$ cat config.mk
export PLATFORM = sky130hd
export DESIGN_NAME = vfp_config_sequencer
export DESIGN_NICKNAME = d
export VERILOG_FILES = /design/src/rtl/vfp_config_sequencer.sv
export SDC_FILE = /design/constraint.sdc
export NUM_CORES = 1
export LEC_CHECK = 0
export BUFFER_PORTS_ARGS = -buffer_cell sky130_fd_sc_hd__buf_4
export CORE_UTILIZATION = 52
export DETAILED_ROUTE_END_ITERATION = 10
export PLACE_DENSITY = 0.88
export RECOVER_POWER = 50
export SLEW_MARGIN = 20
export SYNTH_ARGS = -nofsm -noshare
export SYNTH_HDL_FRONTEND = slang
export SYNTH_SLANG_ARGS = --single-unit
$ cat constraint.sdc
create_clock -name vfpconfig_aclk -period 4 [get_ports vfpconfig_aclk]
set_input_delay 0.4 -clock vfpconfig_aclk [delete_from_list [all_inputs] [get_ports vfpconfig_aclk]]
set_output_delay 0.4 -clock vfpconfig_aclk [all_outputs]
set_load 0.02 [all_outputs]
$ cat src/rtl/vfp_config_sequencer.sv
// vfp_config_sequencer
//   Walks a table of NUM_ENTRIES {address, data} pairs and writes each one out
//   over an AXI4-Lite master port. When verify_en is set at start, each entry
//   is read back after its write and compared against the written data. The
//   first bad response, mismatch or handshake timeout aborts the run and
//   latches the failing entry index.
//
// Ports
//   vfpconfig_aclk, vfpconfig_aresetn : clock, async active-low reset
//   start, verify_en                  : run request, read-back enable
//   busy, done, error, err_index      : run status (done is a 1-cycle pulse)
//   tbl_index / tbl_addr, tbl_data    : table select and returned entry
//   vfpconfig_aw*/w*/b*/ar*/r*        : AXI4-Lite master channels
//
// state | meaning
// IDLE  | waiting for start
// LOAD  | capture table entry into address/data registers
// WRITE | AW and W channels outstanding
// WRESP | waiting for write response
// READ  | AR channel outstanding (verify only)
// RDATA | waiting for read data (verify only)
// NEXT  | advance to next entry or finish
// DONE  | success, done pulse
// FAIL  | abort, done pulse with error latched
module vfp_config_sequencer #(
  parameter int C_vfpConfig_DATA_WIDTH = 32,
  parameter int C_vfpConfig_ADDR_WIDTH = 8,
  parameter int NUM_ENTRIES            = 16,
  parameter int TIMEOUT_CYCLES         = 255
) (
  input  logic                                  vfpconfig_aclk,
  input  logic                                  vfpconfig_aresetn,
  input  logic                                  start,
  input  logic                                  verify_en,
  output logic                                  busy,
  output logic                                  done,
  output logic                                  error,
  output logic [7:0]                            err_index,
  output logic [7:0]                            tbl_index,
  input  logic [C_vfpConfig_ADDR_WIDTH-1:0]     tbl_addr,
  input  logic [C_vfpConfig_DATA_WIDTH-1:0]     tbl_data,
  output logic [C_vfpConfig_ADDR_WIDTH-1:0]     vfpconfig_awaddr,
  output logic [2:0]                            vfpconfig_awprot,
  output logic                                  vfpconfig_awvalid,
  input  logic                                  vfpconfig_awready,
  output logic [C_vfpConfig_DATA_WIDTH-1:0]     vfpconfig_wdata,
  output logic [C_vfpConfig_DATA_WIDTH/8-1:0]   vfpconfig_wstrb,
  output logic                                  vfpconfig_wvalid,
  input  logic                                  vfpconfig_wready,
  input  logic [1:0]                            vfpconfig_bresp,
  input  logic                                  vfpconfig_bvalid,
  output logic                                  vfpconfig_bready,
  output logic [C_vfpConfig_ADDR_WIDTH-1:0]     vfpconfig_araddr,
  output logic [2:0]                            vfpconfig_arprot,
  output logic                                  vfpconfig_arvalid,
  input  logic                                  vfpconfig_arready,
  input  logic [C_vfpConfig_DATA_WIDTH-1:0]     vfpconfig_rdata,
  input  logic [1:0]                            vfpconfig_rresp,
  input  logic                                  vfpconfig_rvalid,
  output logic                                  vfpconfig_rready
);

  localparam int TW = (TIMEOUT_CYCLES < 2) ? 1 : $clog2(TIMEOUT_CYCLES);
  localparam logic [TW-1:0] TO_LOAD  = TW'(TIMEOUT_CYCLES - 1);
  localparam logic [7:0]    LAST_IDX = 8'(NUM_ENTRIES - 1);

  typedef enum logic [3:0] {
    S_IDLE, S_LOAD, S_WRITE, S_WRESP, S_READ, S_RDATA, S_NEXT, S_DONE, S_FAIL
  } state_t;

  state_t          state;
  logic [TW-1:0]   wait_cnt;
  logic            verify_q;
  logic            aw_done;
  logic            w_done;
  logic            aw_ok;
  logic            w_ok;
  logic            tmo;
  logic            fail_now;

  assign vfpconfig_awprot = 3'b000;
  assign vfpconfig_arprot = 3'b000;
  assign vfpconfig_wstrb  = '1;

  // A channel counts as accepted if it already handshook or does so this cycle.
  assign aw_ok = aw_done | (vfpconfig_awvalid & vfpconfig_awready);
  assign w_ok  = w_done  | (vfpconfig_wvalid  & vfpconfig_wready);
  // Down-counter loaded on entry to each wait state; zero is the last allowed cycle.
  assign tmo   = (wait_cnt == '0);

  always_comb begin
    fail_now = 1'b0;
    case (state)
      S_WRITE: fail_now = !(aw_ok && w_ok) && tmo;
      S_WRESP: fail_now = vfpconfig_bvalid ? (vfpconfig_bresp != 2'b00) : tmo;
      S_READ:  fail_now = !vfpconfig_arready && tmo;
      S_RDATA: fail_now = vfpconfig_rvalid ?
                          ((vfpconfig_rresp != 2'b00) || (vfpconfig_rdata != vfpconfig_wdata)) : tmo;
      default: fail_now = 1'b0;
    endcase
  end

  always_ff @(posedge vfpconfig_aclk or negedge vfpconfig_aresetn) begin
    if (!vfpconfig_aresetn) begin
      state             <= S_IDLE;
      wait_cnt          <= '0;
      verify_q          <= 1'b0;
      aw_done           <= 1'b0;
      w_done            <= 1'b0;
      busy              <= 1'b0;
      done              <= 1'b0;
      error             <= 1'b0;
      err_index         <= 8'd0;
      tbl_index         <= 8'd0;
      vfpconfig_awaddr  <= '0;
      vfpconfig_araddr  <= '0;
      vfpconfig_wdata   <= '0;
      vfpconfig_awvalid <= 1'b0;
      vfpconfig_wvalid  <= 1'b0;
      vfpconfig_bready  <= 1'b0;
      vfpconfig_arvalid <= 1'b0;
      vfpconfig_rready  <= 1'b0;
    end else begin
      done <= 1'b0;
      if (wait_cnt != '0) wait_cnt <= wait_cnt - TW'(1);

      case (state)
        S_IDLE: begin
          if (start) begin
            error     <= 1'b0;
            err_index <= 8'd0;
            tbl_index <= 8'd0;
            verify_q  <= verify_en;
            busy      <= 1'b1;
            state     <= S_LOAD;
          end
        end
        S_LOAD: begin
          vfpconfig_awaddr  <= tbl_addr;
          vfpconfig_araddr  <= tbl_addr;
          vfpconfig_wdata   <= tbl_data;
          vfpconfig_awvalid <= 1'b1;
          vfpconfig_wvalid  <= 1'b1;
          aw_done           <= 1'b0;
          w_done            <= 1'b0;
          wait_cnt          <= TO_LOAD;
          state             <= S_WRITE;
        end
        S_WRITE: begin
          if (aw_ok && w_ok) begin
            vfpconfig_awvalid <= 1'b0;
            vfpconfig_wvalid  <= 1'b0;
            vfpconfig_bready  <= 1'b1;
            wait_cnt          <= TO_LOAD;
            state             <= S_WRESP;
          end else begin
            if (vfpconfig_awvalid && vfpconfig_awready) begin
              vfpconfig_awvalid <= 1'b0;
              aw_done           <= 1'b1;
            end
            if (vfpconfig_wvalid && vfpconfig_wready) begin
              vfpconfig_wvalid <= 1'b0;
              w_done           <= 1'b1;
            end
          end
        end
        S_WRESP: begin
          if (vfpconfig_bvalid) begin
            vfpconfig_bready <= 1'b0;
            if (verify_q) begin
              vfpconfig_arvalid <= 1'b1;
              wait_cnt          <= TO_LOAD;
              state             <= S_READ;
            end else begin
              state <= S_NEXT;
            end
          end
        end
        S_READ: begin
          if (vfpconfig_arready) begin
            vfpconfig_arvalid <= 1'b0;
            vfpconfig_rready  <= 1'b1;
            wait_cnt          <= TO_LOAD;
            state             <= S_RDATA;
          end
        end
        S_RDATA: begin
          if (vfpconfig_rvalid) begin
            vfpconfig_rready <= 1'b0;
            state            <= S_NEXT;
          end
        end
        S_NEXT: begin
          if (tbl_index == LAST_IDX) begin
            done  <= 1'b1;
            state <= S_DONE;
          end else begin
            tbl_index <= tbl_index + 8'd1;
            state     <= S_LOAD;
          end
        end
        S_DONE: begin
          busy  <= 1'b0;
          state <= S_IDLE;
        end
        S_FAIL: begin
          busy  <= 1'b0;
          state <= S_IDLE;
        end
        default: state <= S_IDLE;
      endcase

      // Any abort condition overrides the per-state update above.
      if (fail_now) begin
        vfpconfig_awvalid <= 1'b0;
        vfpconfig_wvalid  <= 1'b0;
        vfpconfig_bready  <= 1'b0;
        vfpconfig_arvalid <= 1'b0;
        vfpconfig_rready  <= 1'b0;
        error             <= 1'b1;
        err_index         <= tbl_index;
        done              <= 1'b1;
        state             <= S_FAIL;
      end
    end
  end

endmodule

==> qor.csv, run 1 <==
stage,metric,value,unit
critical_path,cp-end-kind,flip-flop,
job,maxCapViolCount,1,
sta,report.final.slew_viol_count,80,
clocking,cts.htree.levels,3,
grt,overflow,0,
floorplan,io_pins,167,
sta,relSlewSlack,-30.04,%
drt,avgViaCountPerCell,5.397,
sta,tightest_slew,1951,ps
drt,vias,3260,
drt,drcViolationCount,0,
grt,track_usage,26.37,%
critical_path,cp_data_arrival_time,3010,ps
synthesis,yosysTopAreaCell,dfrtp_1,
placement,gp_congestion,0.8498,
critical_path,required,4220,ps
drt,ant_nets,0,
floorplan,rows,31,
cells_and_area,drive_gt1_share,38.02,%
synthesis,synth_ff_type,dfrtp_1,
sta,finalCritPeriodShare,69.53,%
cells_and_area,instances_no_fill,604,
sta,rsz0062_at_grt,false,
synthesis,synth.distinct_cells,46,
synthesis,ys_seq_area_share,49.89,%
power_and_ir_drop,powerDensity,769.2,mW/mm^2
synthesis,netlist.area_leader.share,49.89,%
sta,fmax,359.6,MHz
clocking,cts_made_buffers,9,
cells_and_area,antenna_cells,0,
sta,finalCriticalPeriod,2781,ps
grt,grt_max_degree,80,
synthesis,synth_edf_count,0,
grt,grt_pass1_wl,15.62,mm
sta,setup_tns,0,ps
critical_path,cp_max_fo,8,
synthesis,synth_area,0.003963,sq mm
sta,holdWs,265.9,ps
cells_and_area,syn2layout_area_growth,29.62,%
placement,port_buffers,156,
synthesis,synthCells,355,
status,status,finished with violations,
synthesis,ys_warn_count,0,
grt,grt_pass1_vias,3273,
critical_path,critPathLaunchType,flip-flop,
cells_and_area,final_util,70.44,%
critical_path,reg2reg_slack,1220,ps
cells_and_area,multi_input_area,0.001818,sq mm
grt,antenna_found_initial,0,
clocking,cts-resized-gates,0,
critical_path,r2r-start,wait_cnt[0]$_DFF_PN0_,
placement,dp_cells,588,
critical_path,critical_path_class,flip-flop to flip-flop,
clocking,post-cts-setup-buffer-count,0,
critical_path,startpoint,wait_cnt[0]$_DFF_PN0_,
clocking,cts_root_buf,clkbuf_8,
drt,drt_iter0_drc,144,
clocking,clk_pin_slew_worst_paths,70,ps
clocking,insertion_delay,340,ps
power_and_ir_drop,irDropWorstVdd,0.5201,mV
floorplan,initial_utilization,54.34,%
drt,drt_wl_total,10.23,mm
clocking,clock_sinks,79,
drt,drt_pre_antenna_iters,4,
status,violations,"capacitance limit, slew limit",
clocking,postCtsHoldBufs,0,
clocking,clk_path_buf_depth,2,
synthesis,yosysMostFrequentCell,dfrtp_1,
sta,setup_viol,0,
floorplan,die_y,89.30,microns
synthesis,ys_async_sr_fraction,100.0,%
synthesis,ys_seq_elements,79,
floorplan,die-area,0.007974,sq mm
placement,place_hpwl,7.680,mm
critical_path,critPathCapture,err_index[7]$_DFFE_PN0P_,
worst_hold_path,min_path_type,input port to flip-flop,
power_and_ir_drop,leakage,0.002302,uW
floorplan,coreArea,0.007292,sq mm
sta,finClkSkew,9.404,ps
clocking,cts_tree,built,
synthesis,synth.avg_cell_area,11.16,sq um
sta,hold_viol,0,
cells_and_area,fin_nets,587,
critical_path,worst-r2r-cell-count,8,
drt,wl_per_cell,16.94,microns
synthesis,synth_common_cells,"dfrtp_1 (79), mux2_2 (40), xnor2_1 (31)",
cells_and_area,regArea,0.001977,sq mm
floorplan,die_w,89.30,microns
critical_path,r2r-end,err_index[7]$_DFFE_PN0P_,
synthesis,synth_area_leaders,"dfrtp_1 (50%), mux2_2 (11%), xnor2_1 (6.9%), buf_4 (3.4%), xor2_1 (2.7%)",
cells_and_area,n_fill_cell,564,
power breakdown:
part / switching (uW) / internal [uW] / leakage (uW)
clock network: 286 / 242 / 0.0000895
registers: 376 / 1130 / 0.000971
logic: 1050 / 861 / 0.00124
cell type report:
class	instances	area share (%)
clock inverter	5	0.6090
inverter	3	0.2192
sequential	79	38.49
tap	99	2.412
clock buffer	11	2.753
multi-input combinational	251	35.40
timing repair buffer	156	20.12
logic make-up (layout without fill, tap and decap cells):
family / after synthesis / after routing / share of synthesized area [%]
AND/OR/NAND/NOR: 93 / 93 / 12.28
flip-flops: 79 / 79 / 49.89
AO/OA/AOI/OAI: 63 / 63 / 11.11
XOR/XNOR: 43 / 43 / 9.504
multiplexers: 40 / 40 / 11.37
buffers and inverters: 33 / 175 / 5.021
adder cells (fa/ha/maj): 2 / 2 / 0.6314
other: 2 / 10 / 0.1895
layout by cell type, fill, tap and decap left out, types with 2 or more instances in the layout:
cell type and instances:
a21oi_1 19, clkbuf_1 37, conb_1 10, nor4_1 5, inv_1 3, clkinv_2 3
buf_4 119, dfrtp_1 79, nor3b_1 2, nand3b_1 2, o211ai_1 2, a21o_1 2
a211oi_1 2, nor2_1 20, mux2_2 40, or3_1 3, nor2b_1 4, and3_1 2
ha_1 2, a31oi_1 2, xnor2_1 31, nand3_1 12, o21ai_0 17, o311ai_0 2
xor2_1 12, a22o_2 8, nor3_1 8, clkbuf_8 10, nand2_1 20, nand4_1 6
registers in the layout (all words and copies together) (netlist names), 4 cells and up:
register / flops
err_index: 8
state: 4
tbl_index: 8
vfpconfig_araddr: 8
vfpconfig_wdata: 32
wait_cnt: 8
worst max-delay path: stages, from the launching register on:
cell	delay (ps)
dfrtp_1	400
inv_1	80
ha_1	210
or4b_4	490
nor4_1	540
o211ai_1	260
o211ai_1	230
a21oi_1	170
a22o_2	280
worst min-delay path by stage:
stage                            startpoint                               to  cells past startpoint
final                             verify_en             verify_q$_DFFE_PN0P_                      3
after global routing              verify_en             verify_q$_DFFE_PN0P_                      3
after CTS                 vfpconfig_aresetn  vfpconfig_wdata[28]$_DFFE_PN0P_                      1
after detailed placement  error$_DFFE_PN0P_                error$_DFFE_PN0P_                      1
after global placement    error$_DFFE_PN0P_                error$_DFFE_PN0P_                      1
after floorplan           vfpconfig_aresetn              aw_done$_DFFE_PN0P_                      0
routing by layer:
layer	part of all wire, %	vias to the layer above	GRT usage [%]	wire length (microns)
met5	0	-	0	0
met4	2.0	0	10.25	206
met3	7.4	15	7.664	761
met2	52	134	44.76	5346
met1	38	1586	31.85	3914
li1	-	1525	-	-
metrics by stage:
stage          setup slack, ps  power (uW)  instance area, sq um
2_1_floorplan             1542        2786                  3993
3_3_place_gp              1373        3448                  5101
3_5_place_dp              1247        3540                  5101
4_1_cts                   1234        4086                  5274
5_1_grt                   1015        4168                  5136
6_report                  1219        3951                  5136
No activity file was read; power rests on OpenSTA's default activity.
==> run 2: changes to the inputs <==
--- a/config.mk
+++ b/config.mk
@@ -5,10 +5,11 @@
 export SDC_FILE = /design/constraint.sdc
 export NUM_CORES = 1
 export LEC_CHECK = 0
+export ABC_AREA = 1
 export BUFFER_PORTS_ARGS = -buffer_cell sky130_fd_sc_hd__buf_4
-export CORE_UTILIZATION = 52
+export CORE_UTILIZATION = 44
 export DETAILED_ROUTE_END_ITERATION = 10
-export PLACE_DENSITY = 0.88
+export PLACE_DENSITY = 0.78
 export RECOVER_POWER = 50
 export SLEW_MARGIN = 20
 export SYNTH_ARGS = -nofsm -noshare
==> constraint.sdc (replaced) <==
create_clock -name vfpconfig_aclk -period 2.26 [get_ports vfpconfig_aclk]
set_input_delay 0.226 -clock vfpconfig_aclk [delete_from_list [all_inputs] [get_ports vfpconfig_aclk]]
set_output_delay 0.226 -clock vfpconfig_aclk [all_outputs]
set_load 0.02 [all_outputs]
==> run 2 against run 1 <==
Flip-flop and latch count did not move. Synthesized cell count rose by 56%. The run now ends clean. Sequential share of layout area fell by 3.0 points. Largest cell class unchanged. Highest routed layer unchanged. Fmax rose by 39%. Global-route usage fell by 3.5 points.
==> qor.csv, run 2 <==
stage,metric,value,unit,change
cells_and_area,regMostFlops,vfpconfig_wdata,,
clocking,cts_root_buf,clkbuf_8,,
sta,rsz0062_at_grt,false,,
cells_and_area,final_common_cell,nand2_1,,
power_and_ir_drop,irDropWorstVdd,0.6659,mV,+28%
critical_path,critPathLaunchType,flip-flop,,
floorplan,die_w,100.5,microns,+13%
floorplan,rows,35,,+13%
cells_and_area,drive_gt1_share,24.68,%,-13 points
drt,drt_iter0_drc,141,,-2.1%
critical_path,cp_data_arrival_time,2260,ps,-750 ps
critical_path,critical_path_class,flip-flop to flip-flop,,
critical_path,r2r-start,wait_cnt[0]$_DFF_PN0_,,
placement,place_area,0.005477,sq mm,+7.4%
synthesis,synth_area_leaders,"dfrtp_1 (46%), nand2_1 (17%), inv_1 (6.7%), o21ai_0 (3.8%), buf_4 (3.2%)",,
critical_path,required,2510,ps,-1710 ps
synthesis,synth_area,0.004269,sq mm,+7.7%
critical_path,critPathCapture,vfpconfig_wvalid$_DFFE_PN0P_,,
power_and_ir_drop,p_int,3995,uW,+79%
clocking,clock_sinks,79,,unchanged
clocking,postCtsHoldBufs,1,,+1
sta,fmax,498.4,MHz,+39%
clocking,clk_pin_slew_worst_paths,90,ps,+20 ps
clocking,cts_made_buffers,9,,unchanged
cells_and_area,antenna_cells,0,,unchanged
critical_path,startpoint,wait_cnt[0]$_DFF_PN0_,,
synthesis,synthCells,553,,+56%
floorplan,initial_utilization,45.77,%,-8.6 points
placement,place_hpwl,8.775,mm,+14%
synthesis,ys_seq_elements,79,,unchanged
floorplan,coreArea,0.009328,sq mm,+28%
drt,avgViaCountPerCell,4.773,,-12%
cells_and_area,fin_nets,791,,+35%
power_and_ir_drop,pwr-share-comb,50.1,%,+1.7 points
cells_and_area,n_fill_cell,877,,+55%
status,status,completed,,
clocking,cts.htree.levels,3,,unchanged
power_and_ir_drop,powerDensity,1338,mW/mm^2,+74%
clocking,clk_path_buf_depth,2,,unchanged
grt,antenna_found_initial,0,,unchanged
synthesis,yosysMostFrequentCell,nand2_1,,
sta,report.final.slew_viol_count,0,,-100%
grt,grt_pass1_wl,18.02,mm,+15%
sta,relSlewSlack,38.79,%,+69 points
cells_and_area,final_cell_mix,"nand2_1 (191), buf_4 (122), dfrtp_1 (79)",,
grt,overflow,0,,unchanged
clocking,cts-resized-gates,0,,unchanged
drt,ant_nets,0,,unchanged
drt,wl_per_cell,13.63,microns,-20%
sta,holdWs,49.95,ps,-215.9 ps
cells_and_area,instances_no_fill,838,,+39%
synthesis,synth.avg_cell_area,7.720,sq um,-31%
floorplan,die-area,0.01010,sq mm,+27%
drt,drt_pre_antenna_iters,5,,+1
synthesis,netlist.area_leader.share,46.31,%,-3.6 points
placement,port_buffers,156,,unchanged
cells_and_area,design_area,0.005563,sq mm,+8.3%
synthesis,yosysTopAreaCell,dfrtp_1,,
cells_and_area,largest_reg_flops,32,,unchanged
worst_hold_path,min_path_type,input port to flip-flop,,
synthesis,synth_edf_count,0,,unchanged
critical_path,r2r-end,vfpconfig_wvalid$_DFFE_PN0P_,,
synthesis,synth_common_cells,"nand2_1 (191), dfrtp_1 (79), inv_1 (76)",,
synthesis,ys_warn_count,0,,unchanged
clocking,post-cts-setup-buffer-count,0,,unchanged
sta,hold_viol,0,,unchanged
placement,gp_congestion,0.9046,,+6.4%
clocking,insertion_delay,360,ps,+20 ps
synthesis,ys_seq_area_share,46.31,%,-3.6 points
floorplan,io_pins,167,,unchanged
sta,finalCriticalPeriod,2006,ps,-774.8 ps
drt,vias,4000,,+23%
sta,setup_viol,0,,unchanged
power_and_ir_drop,power_frac_seq,33.6,%,-4.6 points
critical_path,worst-r2r-cell-count,13,,+5
job,maxCapViolCount,0,,-1
synthesis,synth_ff_type,dfrtp_1,,
grt,grt_pass1_vias,3835,,+17%
critical_path,cp_max_fo,24,,+16
power_and_ir_drop,leakage,0.002939,uW,+28%
critical_path,reg2reg_slack,250,ps,-970 ps
drt,drt_wl_total,11.42,mm,+12%
grt,track_usage,22.87,%,-3.5 points
synthesis,synth.distinct_cells,40,,-13%
sta,finalCritPeriodShare,88.77,%,+19 points
floorplan,die_y,100.5,microns,+13%
sta,finClkSkew,11.42,ps,+2.017 ps
synthesis,ys_async_sr_fraction,100.0,%,unchanged
power_and_ir_drop,netSwitchingFraction,46.34,%,+3.0 points
grt,grt_max_degree,59,,-26%
placement,dp_cells,821,,+40%
drt,drcViolationCount,0,,unchanged
sta,setup_tns,0,ps,unchanged
cells_and_area,syn2layout_area_growth,30.30,%,
power_and_ir_drop,pwr-share-clk,16.4,%,+3.0 points
critical_path,cp-end-kind,flip-flop,,
clocking,cts_tree,built,,
power_and_ir_drop,p_switching,3450,uW,+100%
sta,tightest_slew,918.1,ps,-1032 ps
-- run 2: cell families (layout without fill, tap and decap cells) --
family / Yosys count / in the layout / share of synthesized area (%)
AO/OA/AOI/OAI: 67 / 67 / 9.994
buffers and inverters: 109 / 257 / 11.78
flip-flops: 79 / 79 / 46.31
other: 2 / 10 / 0.1759
XOR/XNOR: 18 / 18 / 3.693
AND/OR/NAND/NOR: 276 / 276 / 27.46
adder cells (fa/ha/maj): 2 / 2 / 0.5861
-- run 2: cell type report --
type | count | area (sq um) | share of cell area [%]
flip-flops and latches | 79 | 1977 | 35.54
multi-input cells | 373 | 1819 | 32.70
repair buffers | 161 | 1074 | 19.30
inverters | 80 | 305.3 | 5.488
well taps | 129 | 161.4 | 2.901
clock buffers | 9 | 123.9 | 2.227
clock inverters | 7 | 102.6 | 1.844
-- run 2: how the worst min path moves through the flow --
stage | startpoint | endpoint | slack (ps) | cells after the start
after global routing | tbl_data[26] | vfpconfig_wdata[26]$_DFFE_PN0P_ | 40 | 3
final | tbl_data[10] | vfpconfig_wdata[10]$_DFFE_PN0P_ | 50 | 3
after detailed placement | vfpconfig_aresetn | vfpconfig_wdata[2]$_DFFE_PN0P_ | 220 | 1
after floorplan | vfpconfig_aresetn | aw_done$_DFFE_PN0P_ | -70 | 0
after global placement | vfpconfig_aresetn | vfpconfig_wdata[17]$_DFFE_PN0P_ | 220 | 1
after CTS | tbl_data[10] | vfpconfig_wdata[10]$_DFFE_PN0P_ | 40 | 3
-- run 2: routing by layer --
metal | global-route usage [%] | wire [microns]
met1 | 29.19 | 4855
met3 | 4.993 | 598
met4 | 6.132 | 118
met2 | 39.36 | 5848
met5 | 0 | 0
-- run 2: worst max-delay path, stage by stage (launching register included) --
cell and delay (ps):
dfrtp_1 370, inv_1 100, ha_1 200, nand2_1 100, nor3_2 160, nand3_1 190
a21oi_2 170, nand2_2 110, nand2_4 130, inv_6 110, nand2_1 100, nand2_1 70
o21ai_2 60, inv_2 40
-- run 2: metrics by stage --
step	power, uW	util, %	setup WS, ps
floorplan	5048	-	466.2
global placement	6330	58.71	323.2
detailed placement	6467	58.71	253.9
CTS	7699	61.25	236.1
global route	8030	59.64	16.40
finish	7444	59.64	253.7
-- run 2: power groups by stage --
stage | combinational [uW] | clock [uW] | sequential, uW
6_report | 3730 | 1220 | 2500
5_1_grt | 4150 | 1300 | 2570
4_1_cts | 3950 | 1240 | 2500
3_5_place_dp | 3950 | 0 | 2520
3_3_place_gp | 3840 | 0 | 2490
2_1_floorplan | 2090 | 0 | 2960
